<file path="config.mk">
export PLATFORM = sky130hd
export DESIGN_NAME = hpdmc_ddr_wrseq
export DESIGN_NICKNAME = d
export VERILOG_FILES = /design/src/rtl/hpdmc_wrseq_pkg.sv /design/src/rtl/hpdmc_wrlat_pipe.sv /design/src/rtl/hpdmc_ddr_wrseq.sv
export SDC_FILE = /design/constraint.sdc
export NUM_CORES = 1
export LEC_CHECK = 0
export BUFFER_PORTS_ARGS = -buffer_cell sky130_fd_sc_hd__buf_2
export CORE_MARGIN = 1.5
export CORE_UTILIZATION = 47
export CTS_BUF_LIST = sky130_fd_sc_hd__clkbuf_4 sky130_fd_sc_hd__clkbuf_8
export DETAILED_ROUTE_END_ITERATION = 6
export GPL_ROUTABILITY_DRIVEN = 1
export PLACE_DENSITY = 0.81
export SLEW_MARGIN = 30
export SYNTH_ARGS = -nofsm -noshare
export SYNTH_HDL_FRONTEND = slang
export SYNTH_SLANG_ARGS = --single-unit
</file>
<file path="constraint.sdc">
create_clock -name sys_clk -period 1.4 [get_ports sys_clk]
set_input_delay 0.28 -clock sys_clk [delete_from_list [all_inputs] [get_ports sys_clk]]
set_output_delay 0.28 -clock sys_clk [all_outputs]
set_load 0.02 [all_outputs]
</file>
<file path="src/rtl/hpdmc_wrseq_pkg.sv">
// Shared definitions for the DDR16 write-data sequencer.
//   wr_state_t  : burst phase state (IDLE/PRE/DATA/POST)
//   DQS_*       : {D0,D1} patterns for the DQS DDR output cell
//   mask_width  : width of the write mask for a given DQ width
package hpdmc_wrseq_pkg;

  typedef enum logic [1:0] {
    IDLE,
    PRE,
    DATA,
    POST
  } wr_state_t;

  localparam logic [1:0] DQS_IDLE   = 2'b00;
  localparam logic [1:0] DQS_TOGGLE = 2'b10;

  // One mask bit per byte, for both the rising and falling halves.
  function automatic int unsigned mask_width(input int unsigned dq_width);
    return dq_width / 4;
  endfunction

endpackage

</file>
<file path="src/rtl/hpdmc_wrlat_pipe.sv">
// Write-latency shift register for accepted write commands.
//   clk, rst_n  : clock, asynchronous active-low clear
//   accept      : a write command is accepted this cycle
//   start_due   : the preamble cycle of an accepted command is the current cycle
//   start_next  : the preamble cycle of an accepted command is the next cycle
//   pending     : any command still travelling through the pipe
module hpdmc_wrlat_pipe #(
  parameter int unsigned DEPTH = 1
) (
  input  logic clk,
  input  logic rst_n,
  input  logic accept,
  output logic start_due,
  output logic start_next,
  output logic pending
);

  logic [DEPTH-1:0] sr;

  // start_next taps one stage earlier so the registered phase outputs
  // of the sequencer land exactly on the preamble cycle.
  generate
    if (DEPTH == 1) begin : g_single
      always_ff @(posedge clk or negedge rst_n) begin
        if (!rst_n) sr <= '0;
        else        sr <= accept;
      end
      assign start_next = accept;
    end else begin : g_chain
      always_ff @(posedge clk or negedge rst_n) begin
        if (!rst_n) sr <= '0;
        else        sr <= {sr[DEPTH-2:0], accept};
      end
      assign start_next = sr[DEPTH-2];
    end
  endgenerate

  assign start_due = sr[DEPTH-1];
  assign pending   = |sr;

endmodule

</file>
<file path="src/rtl/hpdmc_ddr_wrseq.sv">
// Write-data sequencer for the DDR16 SDRAM PHY.
// Accepts write commands, then drives the D0/D1 inputs and output enables
// of the DQ/DM/DQS DDR cells with latency, preamble, data burst and
// postamble. Back-to-back commands merge into a gapless DQS stream.
//   sys_clk, sys_rst_n        : clock, asynchronous active-low reset
//   cmd_valid / cmd_ready     : write command handshake
//   wd_valid / wd_data /
//   wd_mask / wd_ready        : write data handshake (low half = rising edge)
//   dq_d0/dq_d1, dm_d0/dm_d1  : DQ and DM DDR cell data inputs
//   dqs_d0/dqs_d1             : DQS DDR cell data inputs
//   dqs_oe, dq_oe             : DQS and DQ/DM tristate enables
//   busy                      : command pending or burst phase active
//   underrun                  : sticky, a data slot had no valid data
module hpdmc_ddr_wrseq
  import hpdmc_wrseq_pkg::*;
#(
  parameter int unsigned DQ_WIDTH      = 16,
  parameter int unsigned BURST_WORDS   = 4,
  parameter int unsigned WRITE_LATENCY = 1
) (
  input  logic                            sys_clk,
  input  logic                            sys_rst_n,
  input  logic                            cmd_valid,
  output logic                            cmd_ready,
  input  logic                            wd_valid,
  input  logic [2*DQ_WIDTH-1:0]           wd_data,
  input  logic [mask_width(DQ_WIDTH)-1:0] wd_mask,
  output logic                            wd_ready,
  output logic [DQ_WIDTH-1:0]             dq_d0,
  output logic [DQ_WIDTH-1:0]             dq_d1,
  output logic [DQ_WIDTH/8-1:0]           dm_d0,
  output logic [DQ_WIDTH/8-1:0]           dm_d1,
  output logic                            dqs_d0,
  output logic                            dqs_d1,
  output logic                            dqs_oe,
  output logic                            dq_oe,
  output logic                            busy,
  output logic                            underrun
);

  localparam int unsigned HALF_MASK = DQ_WIDTH / 8;
  localparam int unsigned MASK_W    = mask_width(DQ_WIDTH);
  localparam int unsigned BEAT_W    = (BURST_WORDS > 1) ? $clog2(BURST_WORDS) : 1;
  localparam int unsigned CD_W      = $clog2(BURST_WORDS + 1);
  localparam logic [BEAT_W-1:0] LAST_BEAT = BEAT_W'(BURST_WORDS - 1);

  logic            accept;
  logic            start_due;
  logic            start_next;
  logic            pipe_pending;

  wr_state_t       state_q, state_d;
  logic [BEAT_W-1:0] beat_q, beat_d;
  logic [CD_W-1:0] cd_q, cd_d;

  assign accept = cmd_valid && cmd_ready;

  hpdmc_wrlat_pipe #(
    .DEPTH (WRITE_LATENCY)
  ) u_lat (
    .clk        (sys_clk),
    .rst_n      (sys_rst_n),
    .accept     (accept),
    .start_due  (start_due),
    .start_next (start_next),
    .pending    (pipe_pending)
  );

  // Command spacing: cmd_ready stays low for BURST_WORDS-1 cycles after
  // each accept.
  always_comb begin
    cd_d = cd_q;
    if (accept)
      cd_d = CD_W'(BURST_WORDS - 1);
    else if (cd_q != '0)
      cd_d = cd_q - CD_W'(1);
  end

  always_ff @(posedge sys_clk or negedge sys_rst_n) begin
    if (!sys_rst_n) begin
      cd_q      <= '0;
      cmd_ready <= 1'b0;
    end else begin
      cd_q      <= cd_d;
      cmd_ready <= (cd_d == '0);
    end
  end

  // state_q is the phase currently shown on the DDR cells. start_due
  // means a new command's preamble falls in this very cycle, so on the
  // last beat (or in POST) it continues straight into data.
  always_comb begin
    state_d = state_q;
    beat_d  = beat_q;
    case (state_q)
      IDLE: begin
        if (start_next) begin
          state_d = PRE;
          beat_d  = '0;
        end
      end
      PRE: begin
        state_d = DATA;
        beat_d  = '0;
      end
      DATA: begin
        if (beat_q == LAST_BEAT) begin
          beat_d  = '0;
          state_d = start_due ? DATA : POST;
        end else begin
          beat_d = beat_q + BEAT_W'(1);
        end
      end
      POST: begin
        beat_d = '0;
        if (start_due)       state_d = DATA;
        else if (start_next) state_d = PRE;
        else                 state_d = IDLE;
      end
      default: begin
        state_d = IDLE;
        beat_d  = '0;
      end
    endcase
  end

  always_ff @(posedge sys_clk or negedge sys_rst_n) begin
    if (!sys_rst_n) begin
      state_q          <= IDLE;
      beat_q           <= '0;
      dqs_oe           <= 1'b0;
      dq_oe            <= 1'b0;
      {dqs_d0, dqs_d1} <= DQS_IDLE;
    end else begin
      state_q          <= state_d;
      beat_q           <= beat_d;
      dqs_oe           <= (state_d != IDLE);
      dq_oe            <= (state_d == DATA);
      {dqs_d0, dqs_d1} <= (state_d == DATA) ? DQS_TOGGLE : DQS_IDLE;
    end
  end

  // Data is pulled one cycle ahead of each slot: the preamble cycle of a
  // command plus every data beat except the last.
  assign wd_ready = start_due || ((state_q == DATA) && (beat_q != LAST_BEAT));
  assign busy     = (state_q != IDLE) || pipe_pending;

  always_ff @(posedge sys_clk or negedge sys_rst_n) begin
    if (!sys_rst_n) begin
      dq_d0    <= '0;
      dq_d1    <= '0;
      dm_d0    <= '0;
      dm_d1    <= '0;
      underrun <= 1'b0;
    end else if (wd_ready) begin
      if (wd_valid) begin
        dq_d0 <= wd_data[DQ_WIDTH-1:0];
        dq_d1 <= wd_data[2*DQ_WIDTH-1:DQ_WIDTH];
        dm_d0 <= wd_mask[HALF_MASK-1:0];
        dm_d1 <= wd_mask[MASK_W-1:HALF_MASK];
      end else begin
        dq_d0    <= '0;
        dq_d1    <= '0;
        dm_d0    <= '1;
        dm_d1    <= '1;
        underrun <= 1'b1;
      end
    end else begin
      dq_d0 <= '0;
      dq_d1 <= '0;
      dm_d0 <= '0;
      dm_d1 <= '0;
    end
  end

endmodule

</file>
# Word-level counts from Yosys, hierarchy flattened
# Cells that the tools add are included.
# Widths: inputs -> output; s select.
[word_totals]
output_inout_bits = 44
register_bits = 50
in_bits = 40
[classes]
n_bitwise = 1
n_addsub = 2
n_eq_ne = 7
n_mux = 20
reduce_logical = 11
[ops]
columns = ["op", "count"]
rows = [
  ["$mux 16", 4],
  ["$mux 2", 10],
  ["$eq 2x2->1 const B", 4],
  ["$pmux 2 s4", 1],
  ["$mux 3", 2],
  ["$pmux 2 s3", 1],
  ["$reduce_bool 2->1", 2],
  ["$logic_not 3->1", 1],
  ["$reduce_bool 3->1", 1],
  ["$sub 3x1->3 const B", 1],
  ["$add 2x1->2 const B", 1],
  ["$eq 2x1->1 const B", 1],
  ["$logic_and 1x1->1", 2],
  ["$logic_not 2->1", 1],
  ["$logic_or 1x1->1", 2],
  ["$mux 1", 2],
  ["$ne 2x1->1 const B", 1],
  ["$ne 2x2->1 const B", 1],
  ["$reduce_and 2->1", 1],
  ["$reduce_or 2->1", 1],
  ["$not 1->1", 1],
]

# Logic depth before layout (Yosys ltp)
[depth]
ltp_word = 6
ltp_mapped = 5
mapped_depth_nobuf = 5

# Modules after synthesis
# From an unflattened synthesis, not the netlist that was laid out.
[hier_totals]
cells_unflattened = 175
hier_area_um2 = 2118.3
[modules_own_cells]
columns = ["mod", "cells_each", "area_per_inst_um2", "n_inst"]
rows = [
  ["hpdmc_ddr_wrseq", 172, 2078.2, 1],
  ["hpdmc_wrlat_pipe", 3, 40.0, 1],
]

# Worst setup path after synthesis
# Ideal clock, no wire load.
[synth_timing]
path_type = "flip-flop to output port"
from = "register beat_q[0]"
to = "output port wd_ready"
path_buffers = 0
arrival_ps = 1078
path_stages_with_launch = 5
slack_ps = 42
t_required_ps = 1120
path_cell_list = "dfrtp_1 ha_1 nor3b_2 nor2_1 inv_1"
[synth_between]
elab_chain_cells = 3
[synth_lines]
columns = ["item", "line_no", "rtl"]
rows = [
  ["start, declared", "hpdmc_ddr_wrseq.sv:53", "logic [BEAT_W-1:0] beat_q, beat_d;"],
  ["start signal, assigned", "hpdmc_ddr_wrseq.sv:136", "beat_q <= beat_d;"],
  ["$ne 2x2->1", "hpdmc_ddr_wrseq.sv:145", "assign wd_ready = start_due || ((state_q == DATA) && (beat_q != LAST_BEAT));"],
  ["$logic_and 1x1->1", "hpdmc_ddr_wrseq.sv:145", ""],
  ["$logic_or 1x1->1", "hpdmc_ddr_wrseq.sv:145", ""],
  ["end, declared", "hpdmc_ddr_wrseq.sv:28", "output logic wd_ready,"],
]
# No other way between the ends.

# Final worst setup path
# Ends and elaborated chain as after synthesis.

==> summary by stage <==
Timing
The setup skew after layout is 0.00695 ns. The worst setup slack after layout is -0.202 ns. The shortest period the worst path allows is 1.60 ns.

The portion of the clock cycle consumed by the worst path in the final layout is 1.14. The count of endpoints failing hold in the final timing report is 0. The worst slack on hold paths is 0.179 ns. The maximum clock frequency is 624 MHz. The final-report setup violation count is 25. The final count of pins violating max slew is 0. The final-layout setup total negative slack is -0.624 ns. Setup repair after global routing could not meet its margin everywhere.

Clocking
The clock transition at the register clock pins on the worst setup and hold paths after CTS is 0.09 ns. CTS placed an instance of clkbuf_8 at the clock tree root. The clock tree synthesis step divided the H-tree into 2 levels. The maximum count of clock buffers along a single path is 2. The TritonCTS clock tree is yes. The clock net in this run drives a total of 48 sinks. TritonCTS created 5 clock buffers. The latest clock arrival within the worst-skew pair is 0.30 ns.

Synth
By area the synthesized netlist is led by dfrtp_1 67%, and2_1 6.6%, and2_2 5.4%, buf_6 2.5%, a21oi_1 2.2%. Summed over all instances, the cell type with the most area after synthesis is dfrtp_1. Synthesis handed over a netlist of 136 instances.

For this run, the register share of the synthesized area comes to 0.670. Dividing the synthesized area by the synthesized cell count gives 13.2 sq um. The number of synthesized register bits is 48. When the netlist entered floorplanning its net count stood at 179. The Yosys step of the flow raised 0 warnings. In this run, distinct cell masters in the synthesized netlist total 28.

Of the post-synthesis cell area, the dominant cell type holds 0.670. The mapped netlist covers 1790 sq um.

GRT
The met3 usage is 0.0729. met2 is the most crowded layer. The wire length of the first global-routing pass is 5.50 mm. The maximum number of pins on one net before global-route repair is 49. The initial antenna violation count is 0. The via count of the first global-routing pass is 1328. The met1 capacity usage during global routing is 0.185. Across every metal layer, demand over resource in global routing totals 0.178. After global routing the overflow that remains totals 0.

For this run, global-route usage on met2 was measured as 0.311.

Routing
The routed wirelength normalized by instance count is 11.6 um. In this run, the number of DRC markers left after iteration 0 of detailed routing was 41. The remaining antenna violation count after routing is 0. The first detailed-routing pass ran for 3 iterations. The wire length after detailed routing is 3.32 mm.

The DRC violations left is 0. After detailed routing, the number of vias per cell comes to 4.54. Detailed routing inserted a total of 1295 vias.

Floorplan
For this configuration, the core starts out at a cell density of 0.489. The row count is 22. The die is 64.7 um tall.

During I/O placement, the number of pins put on the boundary was 84. The floorplan step defined a die boundary enclosing 4190 sq um. The die is 64.7 um wide. The core region is 3660 sq um.

Worst hold path
The worst hold path startpoint is wd_data[25]. The type of the tightest min-delay check is primary input to flop.

Status
The final reports fail on negative setup slack. The run finished, with violations left.

Power
The worst IR drop on VDD is 0.994 mV. Dividing total power by cell area gives a power density of 2110 nW/um^2. The leakage power summed over all cells is 1.42 nW.

Placed design
After legalization and detailed placement, the total HPWL measured 2.20 mm. The weighted congestion reported at the end of routability-driven placement is 0.749. In this run the tool buffered the top-level ports with 82 buffer cells.

Cells and area
The library cells used most frequently in the layout, excluding fill and tap cells, are 80 x buf_2, 47 x dfrtp_1, 18 x and2_1. The antenna diode instance count is 0. The layout-stage area growth over the synthesis result is 41.3%. In the final layout, the share of cells above drive strength 1 is 0.570. Leaving out fill and tap cells, the most frequent cell in the layout is buf_2. In the final design database the tool counted 279 nets.

Worst setup path
Along the worst path, the maximum fanout reaches 2. At the worst endpoint, the arrival time is 1.32 ns. The category of cells accounting for the largest share of critical-path delay is flip-flops. The total buffers and inverters traversed by the critical path is 2. The critical path goes through ha_2, nor3b_2, nor2_1, inv_1, buf_6. The type of the worst setup path is flop to output port. The startpoint type of the worst setup path is a flop. The maximum cell stage delay along the critical path is 0.39 ns. The endpoint class of the critical path is an output port.

The slowest stage cell on the critical path is dfrtp_1. In this run the critical register-to-register path is launched from beat_q[0]$_DFFE_PN0P_. The startpoint of the worst setup timing path is beat_q[0]$_DFFE_PN0P_. At the worst endpoint, the required time is 1.12 ns.

Run
Max-cap violations in this run came to 0.
registers in the layout, indices dropped and copies added (netlist names):
| signal | cells |
|---|---|
| beat_q | 2 |
| dqs_oe | 1 |
| dq_oe | 1 |
| dm_d1 | 2 |
| cd_q | 3 |
| underrun | 1 |
| dq_d0 | 16 |
| dq_d1 | 16 |
| state_q | 2 |
| cmd_ready | 1 |
| dm_d0 | 2 |
| u_lat.pending | 1 |
Yosys cell counts:
cell type	number
ha_1	3
and2_1	19
buf_6	4
a21boi_0	1
and2b_1	1
a31oi_1	1
nand2_1	3
buf_4	2
mux2i_1	1
nor3b_1	3
a21oi_1	8
nand2b_1	1
dfrtp_1	48
nor2_1	4
or2_2	3
nor4_1	1
and2_2	13
or3_2	1
o21a_4	1
a22o_1	1
mux2_2	1
conb_1	1
inv_1	10
nand3_1	1
o21bai_1	1
a211oi_1	1
xnor2_1	1
nor3b_2	1
where the power goes:
part / internal [W] / switching [W] / leakage, nW
logic: 0.00112 / 0.00128 / 0.736
clock network: 0.000583 / 0.000438 / 0.0614
registers: 0.00179 / 0.000145 / 0.620
routing by layer:
metal | vias to the layer above | part of all wire | wire [um]
li1 | 625 | - | -
met1 | 602 | 0.40 | 1320
met2 | 57 | 0.49 | 1620
met3 | 11 | 0.084 | 278
met4 | 0 | 0.029 | 97
met5 | - | 0 | 0
worst register-to-register path: cells and delay by family (launching register included):
kind            cells  cell delay (ns)
simple gates        2             0.34
buf+inv             2             0.24
flops               1             0.39
fa+ha+maj           1             0.20
compound gates      1             0.21
final timing paths:
check	to	cells after the start	slack, ns
worst min-delay path	dq_d1[9]$_DFF_PN0_	2	0.18
worst max register to register	dq_d0[4]$_DFF_PN0_	6	-0.02
worst min register to register	underrun$_DFFE_PN0P_	1	0.48
worst max-delay path	wd_ready	5	-0.20
max in group asynchronous	state_q[0]$_DFF_PN0_	3	0.67
min in group asynchronous	dq_d1[9]$_DFF_PN0_	3	0.50
stage by stage:
step	power, W	std cells	setup WS (ns)	cell area [sq um]	util
finish	0.00535	285	-0.202	2530	0.692
global route	0.00570	285	-0.266	2530	0.692
floorplan	0.00334	136	0.0425	1790	-
global placement	0.00385	266	0.0444	2260	0.617
detailed placement	0.00390	266	-0.0159	2260	0.617
CTS	0.00516	282	-0.230	2470	0.675
kinds of logic (layout without fill, tap and decap cells):
| logic type | after synthesis | after routing | synth area share |
|---|---|---|---|
| and+or+nand+nor | 51 | 51 | 0.184 |
| AOI/OAI and AO/OA | 14 | 16 | 0.0517 |
| muxes | 2 | 2 | 0.0119 |
| DFF | 48 | 48 | 0.670 |
| other | 1 | 1 | 0.00209 |
| buffers and inverters | 16 | 115 | 0.0545 |
| adders and majority gates | 3 | 3 | 0.0210 |
| xor gates and xnor gates | 1 | 1 | 0.00489 |
final cells by class:
class,count,area (sq um)
Clock buffer,6,82.6
Tap cell,48,60.1
Fill cell,263,1130
Sequential cell,48,1200
Inverter,10,37.5
Timing Repair Buffer,97,554
Multi-Input combinational cell,74,557
Clock inverter,2,38.8
timing repair:
item	CTS	global route
gates resized for setup	8	10
endpoints found under the hold margin	48	0
gates cloned	2	0
pin swaps	2	7
setup endpoints to repair	23	30
setup buffers	6	4
hold buffers	1	0
Note: power is estimated with default switching activity, not from simulation.
